<file path="src/rtl/kamacore_pkg.sv">
// Shared kamacore types and constants: datapath widths, opcodes and the fetch FSM encoding.
package kamacore_pkg;

  localparam int CPU_WIDTH  = 32;
  localparam int ADDR_WIDTH = 10;

  localparam logic [6:0]  OPCODE_SB_TYPE = 7'b110_0011;
  localparam logic [31:0] INST_NOP       = 32'h0000_0013;

  typedef enum logic [1:0] {
    BOOT  = 2'd0,
    RUN   = 2'd1,
    FLUSH = 2'd2
  } fetch_state_t;

endpackage

</file>
<file path="src/rtl/kamacore_fetch_predecode.sv">
// Combinational predecode for static backward-taken branch prediction.
// Flags conditional branches with a negative offset and computes their byte target.
module kamacore_fetch_predecode
  import kamacore_pkg::*;
(
  input  logic [CPU_WIDTH-1:0] inst,
  input  logic [CPU_WIDTH-1:0] pc,
  output logic                 is_back_branch,
  output logic [CPU_WIDTH-1:0] target
);

  logic [CPU_WIDTH-1:0] b_imm;

  // B-type immediate: sign, imm[11], imm[10:5], imm[4:1], implicit zero LSB.
  assign b_imm = {{19{inst[31]}}, inst[31], inst[7], inst[30:25], inst[11:8], 1'b0};

  assign is_back_branch = (inst[6:0] == OPCODE_SB_TYPE) && inst[31];
  assign target         = pc + b_imm;

endmodule

</file>
<file path="src/rtl/kamacore_fetch.sv">
// Instruction fetch stage: PC register, BOOT/RUN/FLUSH FSM and a one-entry output slot.
// Define KAMACORE_FETCH_BP_EN to enable static backward-taken branch prediction.
module kamacore_fetch
  import kamacore_pkg::*;
#(
  parameter int                   MEM_ADDR_WIDTH = ADDR_WIDTH,
  parameter logic [CPU_WIDTH-1:0] RESET_PC       = 32'h0
) (
  input  logic                      clk,
  input  logic                      rst,
  output logic [MEM_ADDR_WIDTH-1:0] imem_addr,
  input  logic [CPU_WIDTH-1:0]      imem_data,
  input  logic                      redirect_valid,
  input  logic [CPU_WIDTH-1:0]      redirect_pc,
  output logic                      out_valid,
  input  logic                      out_ready,
  output logic [CPU_WIDTH-1:0]      out_inst,
  output logic [CPU_WIDTH-1:0]      out_pc,
  output logic                      out_pred_taken
);

  // Fetchable byte range; next_pc wraps inside it.
  localparam logic [CPU_WIDTH-1:0] PC_MASK = (32'h1 << (MEM_ADDR_WIDTH + 2)) - 32'h1;

  fetch_state_t         state, state_next;
  logic [CPU_WIDTH-1:0] pc;
  logic [CPU_WIDTH-1:0] seq_pc;
  logic [CPU_WIDTH-1:0] next_pc;
  logic                 pred_taken;
  logic                 fetch;
  logic                 unused_redirect_lsb;

  assign imem_addr           = pc[MEM_ADDR_WIDTH+1:2];
  assign unused_redirect_lsb = ^redirect_pc[1:0];

`ifdef KAMACORE_FETCH_BP_EN
  logic [CPU_WIDTH-1:0] branch_target;

  kamacore_fetch_predecode u_predecode (
    .inst           (imem_data),
    .pc             (pc),
    .is_back_branch (pred_taken),
    .target         (branch_target)
  );

  assign seq_pc = pred_taken ? branch_target : (pc + 32'd4);
`else
  assign pred_taken = 1'b0;
  assign seq_pc     = pc + 32'd4;
`endif

  assign next_pc = seq_pc & PC_MASK;

  // Handshake: the slot transfers when out_valid && out_ready; out_valid never drops
  // without a transfer except on redirect or reset, and the slot is frozen while stalled.
  always_comb begin
    state_next = state;
    fetch      = 1'b0;
    case (state)
      BOOT:    state_next = RUN;
      RUN:     fetch      = !out_valid || out_ready;
      FLUSH:   state_next = RUN;
      default: state_next = BOOT;
    endcase
    if (redirect_valid) begin
      state_next = FLUSH;
      fetch      = 1'b0;
    end
  end

  always_ff @(posedge clk or posedge rst) begin
    if (rst) begin
      state <= BOOT;
      pc    <= RESET_PC;
    end else begin
      state <= state_next;
      if (redirect_valid) begin
        pc <= {redirect_pc[CPU_WIDTH-1:2], 2'b00};
      end else if (fetch) begin
        pc <= next_pc;
      end
    end
  end

  always_ff @(posedge clk or posedge rst) begin
    if (rst) begin
      out_valid      <= 1'b0;
      out_inst       <= INST_NOP;
      out_pc         <= '0;
      out_pred_taken <= 1'b0;
    end else if (redirect_valid) begin
      out_valid      <= 1'b0;
      out_inst       <= INST_NOP;
      out_pred_taken <= 1'b0;
    end else if (fetch) begin
      out_valid      <= 1'b1;
      out_inst       <= imem_data;
      out_pc         <= pc;
      out_pred_taken <= pred_taken;
    end
  end

endmodule
</file>
<file path="config.mk">
export PLATFORM = sky130hd
export DESIGN_NAME = kamacore_fetch
export DESIGN_NICKNAME = d
export VERILOG_FILES = /design/src/rtl/kamacore_pkg.sv /design/src/rtl/kamacore_fetch_predecode.sv /design/src/rtl/kamacore_fetch.sv
export SDC_FILE = /design/constraint.sdc
export NUM_CORES = 1
export LEC_CHECK = 0
export ABC_AREA = 1
export CAP_MARGIN = 10
export CORE_ASPECT_RATIO = 1.1
export CORE_MARGIN = 2
export CORE_UTILIZATION = 43
export DETAILED_ROUTE_END_ITERATION = 12
export HOLD_SLACK_MARGIN = 0.15
export PLACE_DENSITY = 0.78
export SLEW_MARGIN = 20
export SYNTH_ARGS = -nofsm -noshare
export SYNTH_HDL_FRONTEND = slang
export SYNTH_HIERARCHICAL = 1
export SYNTH_SLANG_ARGS = --single-unit
export TNS_END_PERCENT = 50
</file>
<file path="constraint.sdc">
create_clock -name clk -period 3.55 [get_ports clk]
set_input_delay 0.5325 -clock clk [delete_from_list [all_inputs] [get_ports clk]]
set_output_delay 0.5325 -clock clk [all_outputs]
set_load 0.1 [all_outputs]
</file>
* Word-level counts from Yosys, hierarchy flattened
Cells that the tools add are included.
Storage, ports and cells: register bits 100, bits of input ports 68, output and inout port bits 76, logic and storage cells 29
Operators by class: add/sub/neg operators 1, eq/ne operators 3, muxes and demuxes 12, bitwise gates (word level) 1, reductions and logical operators 6
Operators with widths (number):
- two-way mux 32 bit | 4
- adder 12 x 3 -> 12 bit, second input constant | 1
- two-way mux 1 bit | 6
- one-hot mux 2 bit (2 select lines) | 1
- == test 2 x 1 -> 1 bit, second input constant | 1
- == test 2 bit, second input constant | 1
- zero test 2 bit | 1
- two-way mux 2 bit | 1
- != test 2 bit, second input constant | 1
- AND reduction 2 bit | 1
- nonzero test 2 bit | 1
- OR reduction 2 bit | 1
- zero test 1 bit | 1
- logical OR 1 bit | 1
- NOT 1 bit | 1

* Depth between registers and ports, before layout
Gate-level depths: netlist of the first run.
word-level depth 6, depth in mapped cells 8, mapped depth without buffers 8

* Least setup slack after synthesis of the first run
OpenSTA, ideal clock, no wires.
path kind reg2reg, start reg out_valid, end reg out_inst[10], library setup time 123 ps, arrival time 1695 ps, setup slack 1733 ps, stages on the path, launching flop included 6, clock period less this slack 1817 ps, cell sequence dfrtp_1 > nand2_1 > nand2_4 > nor2_8 > buf_2 > a22o_1
On the way: longest elaborated chain between the ends 5
RTL lines:
- start: declaration | RTL line kamacore_fetch.sv:15 | output logic out_valid,
- start signal: assignment | RTL line kamacore_fetch.sv:87 | out_valid <= 1'b0;
- start signal: assignment | RTL line kamacore_fetch.sv:92 | out_valid <= 1'b0;
- start signal: assignment | RTL line kamacore_fetch.sv:96 | out_valid <= 1'b1;
- zero test 1 bit | RTL line kamacore_fetch.sv:61 | RUN: fetch = !out_valid || out_ready;
- logical OR 1 bit | RTL line kamacore_fetch.sv:61
- two-way mux 1 bit | RTL line kamacore_fetch.sv:59 | case (state)
- two-way mux 1 bit | RTL line kamacore_fetch.sv:65 | if (redirect_valid) begin
- nonzero test 2 bit (no line)
- end signal: assignment | RTL line kamacore_fetch.sv:97 | out_inst <= imem_data;
- end: declaration | RTL line kamacore_fetch.sv:17 | output logic [CPU_WIDTH-1:0] out_inst,
Every way passes these cells. A chain may end at the register's enable or synchronous reset.

* Worst setup path in the final report of the first run
start reg out_inst[0], end out out_inst[0]
No word-level cell between the ends.

==> results of run 1 <==
[registers in the layout (all words and copies together) (netlist names)]
register   flops
out_inst      32
out_pc        30
out_valid      1
pc            30
state          2
[layer usage]
metal  GRT usage, %  routed length [µm]  vias up
met5              0                   0        -
met4           7.45                 178        0
met3           5.16                 405       15
met2           31.1                4550       88
met1           25.9                3980     1458
li1               -                   -     1483
[layout make-up]
type                    instances  area, µm²
fillers                       777       3390
flip-flops and latches         95       2380
repair buffers                142       1420
multi-input cells             219       1130
clock buffers                  11        151
inverters                      38        148
well taps                     114        143
clock inverters                 5       56.3
[placed cells by master, fill, tap and decap left out, drive strengths merged]
cell type,count
inv,38
a21oi,4
nor3,2
clkinv,3
ha,1
nand2,92
xnor2,1
clkinvlp,1
a22o,29
dfstp,3
nor2,18
a31oi,1
o211ai,2
nand4,2
dfrtp,92
conb,3
o21ai,51
bufinv,1
nand3,9
buf,4
clkbuf,11
o22ai,1
o22a,3
clkdlybuf4s50,138
[worst paths after layout]
check	start	slack [ns]	cells past startpoint	end
max	out_inst[0]$_DFFE_PP1P_	0.98	1	out_inst[0]
min	state[0]$_DFFE_PP0P_	0.45	1	state[0]$_DFFE_PP0P_
max reg2reg	state[1]$_DFFE_PP0P_	1.59	7	out_pc[15]$_DFFE_PP0P_
min reg2reg	state[0]$_DFFE_PP0P_	0.45	1	state[0]$_DFFE_PP0P_
max in group asynchronous	rst	2.21	3	out_inst[4]$_DFFE_PP1P_
min in group asynchronous	rst	0.59	2	out_inst[17]$_DFFE_PP0P_
[kinds of logic after synthesis]
group,count (synthesis)
xor+xnor,1
simple gates,123
fa+ha+maj,1
flops,95
other cells,1
compound gates,91
buf+inv,71
[per-stage QoR]
stage               worst slack [ns]  power (µW)
floorplan                      0.545        2310
global placement                1.01        2630
detailed placement             0.955        2650
CTS                            0.946        3390
global route                   0.926        3500
finish                         0.983        3350
[power groups by stage]
stage               logic [µW]  registers, µW  clock network, µW
floorplan                  350           1960                  0
global placement          1330           1300                  0
detailed placement        1340           1310                  0
CTS                       1340           1290                757
global route              1390           1300                811
finish                    1330           1290                732
==> impl_metrics.ini, run 1 <==
[floorplanning]
rows = 36
io_pins = 144
dieArea_um2 = 9790
die_width_um = 94.5
start_util_pct = 43.9
die_y_um = 104
coreArea_um2 = 8830

[logic_synthesis]
synth_area_leaders = dfrtp_1 59%, nand2_1 8.7%, a22o_1 6.6%
ys_warn_count = 6
synth.cell_area_um2 = 3870
yosys.area_share.simple_pct = 13.4
synthCells = 383
synth_fa_ha_area_share_pct = 0.323
synth_edf_count = 0
synth_common_cells = 92 x dfrtp_1, 90 x nand2_1, 35 x inv_1
synth_top_area_share_pct = 59.4
synth-compound-area-share_pct = 15.0
ys.flop_type = dfrtp_1
synth_seq_cells = 95
async_flop_share_pct = 100
synth_top_family_by_area = compound AO/OA/AOI/OAI gates
yosysTopAreaCell = dfrtp_1
syn_area_per_cell_um2 = 10.1
ys_seq_area_share_pct = 61.4
synth_most_common_cell = dfrtp_1
synth-xor-area-share_pct = 0.226
post_synth_num_cell_types = 28
yosys-mux-area-fraction_pct = 0

[drt]
avgRoutedWirePerCell_um = 14.6
ant_nets = 0
dr.first_iter.drc_count = 165
routed_via_density = 4.88
vias = 3044
totalWireLength_um = 9120
drc = 0
drt-pass1-iter-count = 4

[sta]
finalClockSkew_ns = 0.00718
setup_tns_ns = 0
tightest_slew_ns = 1.03
slew_viol_final = 0
hold_slack_ns = 0.455
setup_viol = 0
rsz0062_at_grt = no
period_share_pct = 72.3
slew_headroom_pct = 31.2
hold_viol_final = 0
max_freq_ghz = 0.390
fin_crit_ns = 2.57

[power]
power.share.switching_pct = 43.7
comb_power_share_pct = 39.8
power_density_nw_per_um2 = 617
peakVddDrop_v = 0.000298
p_clk_share_pct = 21.8
p_int_uw = 1890
power_frac_seq_pct = 38.4
p_leak_uw = 0.00251
p_switching_uw = 1460

[placed_design]
port_buffers = 138
dp_hpwl_um = 6320
dpl.cell_count = 608
placed_area_um2 = 5230
gp_congestion = 0.844

[setup_path]
path_class = register to primary output
crit_buf_inv = 1
cpMaxStageDelayCell = clkdlybuf4s50_1
critPathMaxStageDelay_ns = 1.14
critPathRequiredTime_ns = 3.02
cp-end-kind = primary output
critical_path.cell_chain = clkdlybuf4s50_1
cpLargestDelayFamily = buffers and inverters
worstPathArrival_ns = 2.03
cp_max_fo = 2
critPathLaunchType = register

[final_layout]
drive_above_1_share_pct = 6.08
diodes = 0
finish.utilization_pct = 61.6
final_nets = 574
syn_to_final_growth_pct = 40.3
final_cells = 624
final_area_um2 = 5440

[clock_network]
clockBufferDepth = 2
cts_htree_levels = 3
cts_setup_buffers = 0
cts_tree = yes
numCtsBuffers = 9
clock-root-buffer = clkbuf_8
ctsResizeCount = 0
cts_sinks = 95
clk_pin_slew_ns = 0.09
clk_latency_ns = 0.35
holdBufCountCts = 0

[hold_path]
hold_class = register to register

[global_routing]
grt-ovfl-total = 0
grt_pass1_vias = 3094
antenna_found_initial = 0
grt_max_degree = 51
grt_pass1_wl_um = 15000
grtUsageTotal_pct = 19.7

[status]
outcome = finished, final reports clean

[job]
cap_viol_max_count = 0
Power figures use the tool's default switching activity.
==> run 2, diff against run 1 <==
Settings changed: CORE_UTILIZATION 43 to 40, PLACE_DENSITY 0.78 to 0.76.
Clock period 3.55 ns to 2.2 ns, I/O delays scaled along.
==> run 2 against run 1 <==
- setup slack lost 0.34 ns
- sequential power up 61%
- clock skew is 0.0076 ns higher
- via count unchanged
- register-to-register slack got worse by 0.85 ns
- first-iteration DRC count rose by 5.5%
- non-clock buffer count grew 5
- critical path type is now input port to register
- clock power rose by 49%
- count of clock-buffer cells in the layout decreased by 1
==> impl_metrics.ini, run 2 (synthesized netlist as in run 1, its figures left out) <==
[placed_design]
dpl.cell_count = 616
port_buffers = 138
dp_hpwl_um = 6670
gp_congestion = 0.776
placed_area_um2 = 5110

[floorplanning]
die_width_um = 97.8
coreArea_um2 = 9400
die_y_um = 107
dieArea_um2 = 10500
start_util_pct = 41.2
rows = 37
io_pins = 144

[drt]
avgRoutedWirePerCell_um = 14.8
wl_met3_um = 401
vias = 3044
totalWireLength_um = 9370
routed_via_density = 4.82
drt-pass1-iter-count = 4
ant_nets = 0
drc = 0
top_layer = met4
dr.first_iter.drc_count = 174
wl_met2_um = 4730
drt-met1-wl_um = 3950

[global_routing]
grt_pass1_vias = 3057
antenna_found_initial = 0
grt-ovfl-total = 0
grt_max_degree = 41
grt_pass1_wl_um = 15000
grtUsageTotal_pct = 17.7

[final_layout]
multi_input_area_um2 = 1130
final_area_um2 = 5300
drive_above_1_share_pct = 21.0
final_cells = 632
diodes = 0
top_register = out_inst
largest_reg_flops = 32
syn_to_final_growth_pct = 36.7
seq_area_um2 = 2380
top_regs = out_inst x32, out_pc x30, pc x30
nFillCells = 830
final_cell_mix = 92 x dfrtp_1, 90 x nand2_1, 79 x buf_4, 65 x clkdlybuf4s50_1, 34 x inv_1
final_nets = 579
mostFrequentLayoutCell = dfrtp_1

[sta]
setup_tns_ns = 0
slew_viol_final = 0
finalClockSkew_ns = 0.0148
rsz0062_at_grt = no
fin_crit_ns = 1.56
setup_viol = 0
hold_viol_final = 0
max_freq_ghz = 0.641
period_share_pct = 70.9

[setup_path]
worstPathArrival_ns = 1.80
cp_max_fo = 35
crit_start = redirect_valid
cp-end-kind = register
reg2reg_depth = 8
reg2reg_to = pc[9]$_DFFE_PP0P_
path_class = input port to register
critPathLaunchType = input port
critPathRequiredTime_ns = 2.44
reg2reg_setup_slack_ns = 0.74
r2r_start = state[0]$_DFFE_PP0P_

[clock_network]
ctsResizeCount = 0
clk_pin_slew_ns = 0.10
numCtsBuffers = 9
cts_tree = yes
cts_sinks = 95
cts_setup_buffers = 0
holdBufCountCts = 0
clockBufferDepth = 2
clock-root-buffer = clkbuf_8
cts_htree_levels = 3
clk_latency_ns = 0.36

[hold_path]
hold_class = input port to async pin

[power]
p_total_uw = 5280
power_density_nw_per_um2 = 996
peakVddDrop_v = 0.000705
p_leak_uw = 0.00263

[status]
outcome = finished, final reports clean

[job]
cap_viol_max_count = 0
==> run 2: cell count changes in the layout (fill, tap and decap cells not counted), sizes merged <==
cell           previous run  this run
clkinv                    3         0
clkdlybuf4s50           138        65
buf                       4        82
clkbuf                   11        10
clkinvlp                  1         4
inv                      38        40
bufinv                    1         0
==> run 2: worst max path at each step <==
stage	to	slack, ns
6_report	out_inst[27]$_DFFE_PP0P_	0.64
5_1_grt	pc[9]$_DFFE_PP0P_	0.54
4_1_cts	out_inst[18]$_DFFE_PP0P_	0.66
3_5_place_dp	out_inst[18]$_DFFE_PP0P_	0.28
3_3_place_gp	pc[10]$_DFFE_PP0P_	0.27
2_1_floorplan	out_inst[10]$_DFFE_PP0P_	0.38
==> run 2: cell type report <==
cell class	instances	share of cell area (%)
timing repair buffer	147	24.6
clock inverter	6	1.02
inverter	38	2.81
tap	117	2.76
multi-input combinational	219	21.4
sequential	95	45.0
clock buffer	10	2.41
==> run 2: power by group <==
group          internal (µW)  switching [µW]  leakage [µW]
clock                    432             658     0.0000830
sequential              1950             130       0.00121
combinational            460            1650       0.00134
total                   2840            2430       0.00263
==> run 2: critical path, stage by stage <==
cell and delay (ns):
clkdlybuf4s50_1 0.70, inv_2 0.10, nand2_4 0.23, inv_4 0.20, a22o_1 0.23
==> run 2: per-stage QoR <==
stage	hold WS [ns]	util, %	worst slack (ns)
3_5_place_dp	0.438	54.4	0.280
4_1_cts	0.277	56.4	0.658
5_1_grt	0.270	56.4	0.538
2_1_floorplan	0.418	-	0.383
6_report	0.277	56.4	0.641
3_3_place_gp	0.431	54.4	0.268
==> run 2: routing by layer <==
metal,vias to the layer above,track usage (%)
met3,18,3.13
met5,-,0
met1,1453,22.8
li1,1485,-
met2,88,29.2
met4,0,8.53
==> run 3, diff against run 2 <==
Clock period 2.2 ns to 1.35 ns, I/O delays scaled along.
==> run 3 against run 2 <==
- clock skew down 0.0059 ns
- count of clock-buffer cells in the layout unchanged
- final cell count up 2.7%
- sequential power up 70%
- core utilization up 12 points
- die area unchanged
- global-route usage up 2.0 points
==> impl_metrics.ini, run 3 (synthesized netlist as in run 1, its figures left out) <==
[sta]
fin_crit_ns = 1.31
fin_ws_ns = 0.0399
hold_slack_ns = 0.276
rsz0062_at_grt = yes
setup_viol = 0
setup_tns_ns = 0
finalClockSkew_ns = 0.00892
hold_viol_final = 0
period_share_pct = 97.0
slew_viol_final = 0
max_freq_ghz = 0.763

[floorplanning]
dieArea_um2 = 10500
die_width_um = 97.8
coreArea_um2 = 9400
start_util_pct = 41.2
io_pins = 144
die_y_um = 107
rows = 37

[drt]
routed_via_density = 4.89
dr.first_iter.drc_count = 193
totalWireLength_um = 10200
avgRoutedWirePerCell_um = 15.7
vias = 3172
drc = 0
ant_nets = 0
drt-pass1-iter-count = 4

[placed_design]
placed_area_um2 = 6200
port_buffers = 138
dp_slack_ns = -0.225
dp_hpwl_um = 7360
gp_congestion = 0.807

[setup_path]
critPathLaunchType = register
critical_path.cell_chain = ha_2, nand2_2, nor2_2, nand3_1, nand2_1, nand3_1, nand2_1, nand2_1
worstPathArrival_ns = 1.56
critPathMaxStageDelay_ns = 0.42
path_class = register to register
critPathMostFrequentCell = nand2_1
critPathRequiredTime_ns = 1.60
cpMaxStageDelayCell = dfrtp_1
cp-end-kind = register
cp_max_fo = 4

[final_layout]
final_cell_mix = 92 x dfrtp_1, 89 x nand2_1, 80 x buf_12, 65 x clkdlybuf4s50_1, 34 x inv_1
syn_to_final_growth_pct = 66.1
finish.utilization_pct = 68.5
nFillCells = 674
top_regs = out_inst x32, out_pc x30, pc x30
top_register = out_inst
diodes = 0
drive_above_1_share_pct = 24.6
final_area_um2 = 6430
final_nets = 597
largest_reg_flops = 32
mostFrequentLayoutCell = dfrtp_1

[clock_network]
cts_sinks = 95
numCtsBuffers = 9
clock-root-buffer = clkbuf_8
cts_htree_levels = 3
cts_tree = yes
holdBufCountCts = 0
clk_latency_ns = 0.35
clk_pin_slew_ns = 0.09
clockBufferDepth = 2

[hold_path]
hold_class = input port to async pin

[power]
p_clk_share_pct = 19.5
power_density_nw_per_um2 = 1510
comb_power_share_pct = 44.1
power_frac_seq_pct = 36.5
p_leak_uw = 0.00302
peakVddDrop_v = 0.000817
p_switching_uw = 4080
power.share.switching_pct = 42.1
p_int_uw = 5610

[global_routing]
grt_max_degree = 56
grt_pass1_vias = 3287
grt_pass1_wl_um = 16500
antenna_found_initial = 0
grt-ovfl-total = 0
grtUsageTotal_pct = 19.7

[status]
outcome = finished, final reports clean

[job]
cap_viol_max_count = 0
run 3: changes by cell type in the layout (fill, tap and decap cells not counted), moves of 2 or more:
| cell | delta |
|---|---|
| buf_12 | +77 |
| nor2_2 | +2 |
| buf_4 | -60 |
| clkinvlp_4 | -3 |
| clkinv_2 | +2 |
| nor2_1 | -2 |
run 3: layout make-up:
cell class,instances,area [µm²],share of cell area (%)
clock buffer,10,138,2.14
clock inverter,5,57.6,0.894
inverter,38,156,2.43
multi-input combinational,219,1150,17.9
sequential,95,2380,37.0
tap,117,146,2.27
timing repair buffer,165,2410,37.4
run 3: path summary, 6_finish.rpt:
check | startpoint | end | slack (ns) | depth (start not counted)
hold / removal | rst | out_pc[12]$_DFFE_PP0P_ | 0.28 | 3
setup / recovery | pc[2]$_DFFE_PP0P_ | pc[10]$_DFFE_PP0P_ | 0.04 | 8
setup reg to reg | pc[2]$_DFFE_PP0P_ | pc[10]$_DFFE_PP0P_ | 0.04 | 8
hold reg to reg | state[1]$_DFFE_PP0P_ | state[0]$_DFFE_PP0P_ | 0.50 | 1
min in group clk | redirect_pc[16] | pc[16]$_DFFE_PP0P_ | 0.40 | 3
max in group asynchronous | rst | out_inst[4]$_DFFE_PP1P_ | 0.73 | 3
run 3: through the flow:
stage          std cells  power (µW)
6_report             649        9700
4_1_cts              647        9760
2_1_floorplan        385        6090
3_3_place_gp         632        7780
3_5_place_dp         632        7850
5_1_grt              649       10100
run 3: timing repair:
item                       CTS  global route
setup buffers                0             3
setup endpoints to repair    0            23
resized for setup            0             9
run 3: power by group through the flow:
stage               Clock (µW)  Sequential (µW)  Combinational (µW)
floorplan                    0             5170                 920
global placement             0             3570                4220
detailed placement           0             3580                4270
CTS                       1950             3540                4270
global route              2070             3580                4430
finish                    1890             3540                4270
run 3: worst max-delay path: cells and delay by family, from the launching register on:
family,cells,cell delay [ns]
simple gates,7,0.57
fa+ha+maj,1,0.22
flops,1,0.42
run 3: metal layers:
| metal | vias to the layer above | wire [µm] | global-route usage, % |
|---|---|---|---|
| met5 | - | 0 | 0 |
| met4 | 0 | 146 | 5.95 |
| met3 | 12 | 366 | 3.26 |
| met2 | 94 | 5580 | 35.8 |
| met1 | 1549 | 4110 | 24.0 |
| li1 | 1517 | - | - |
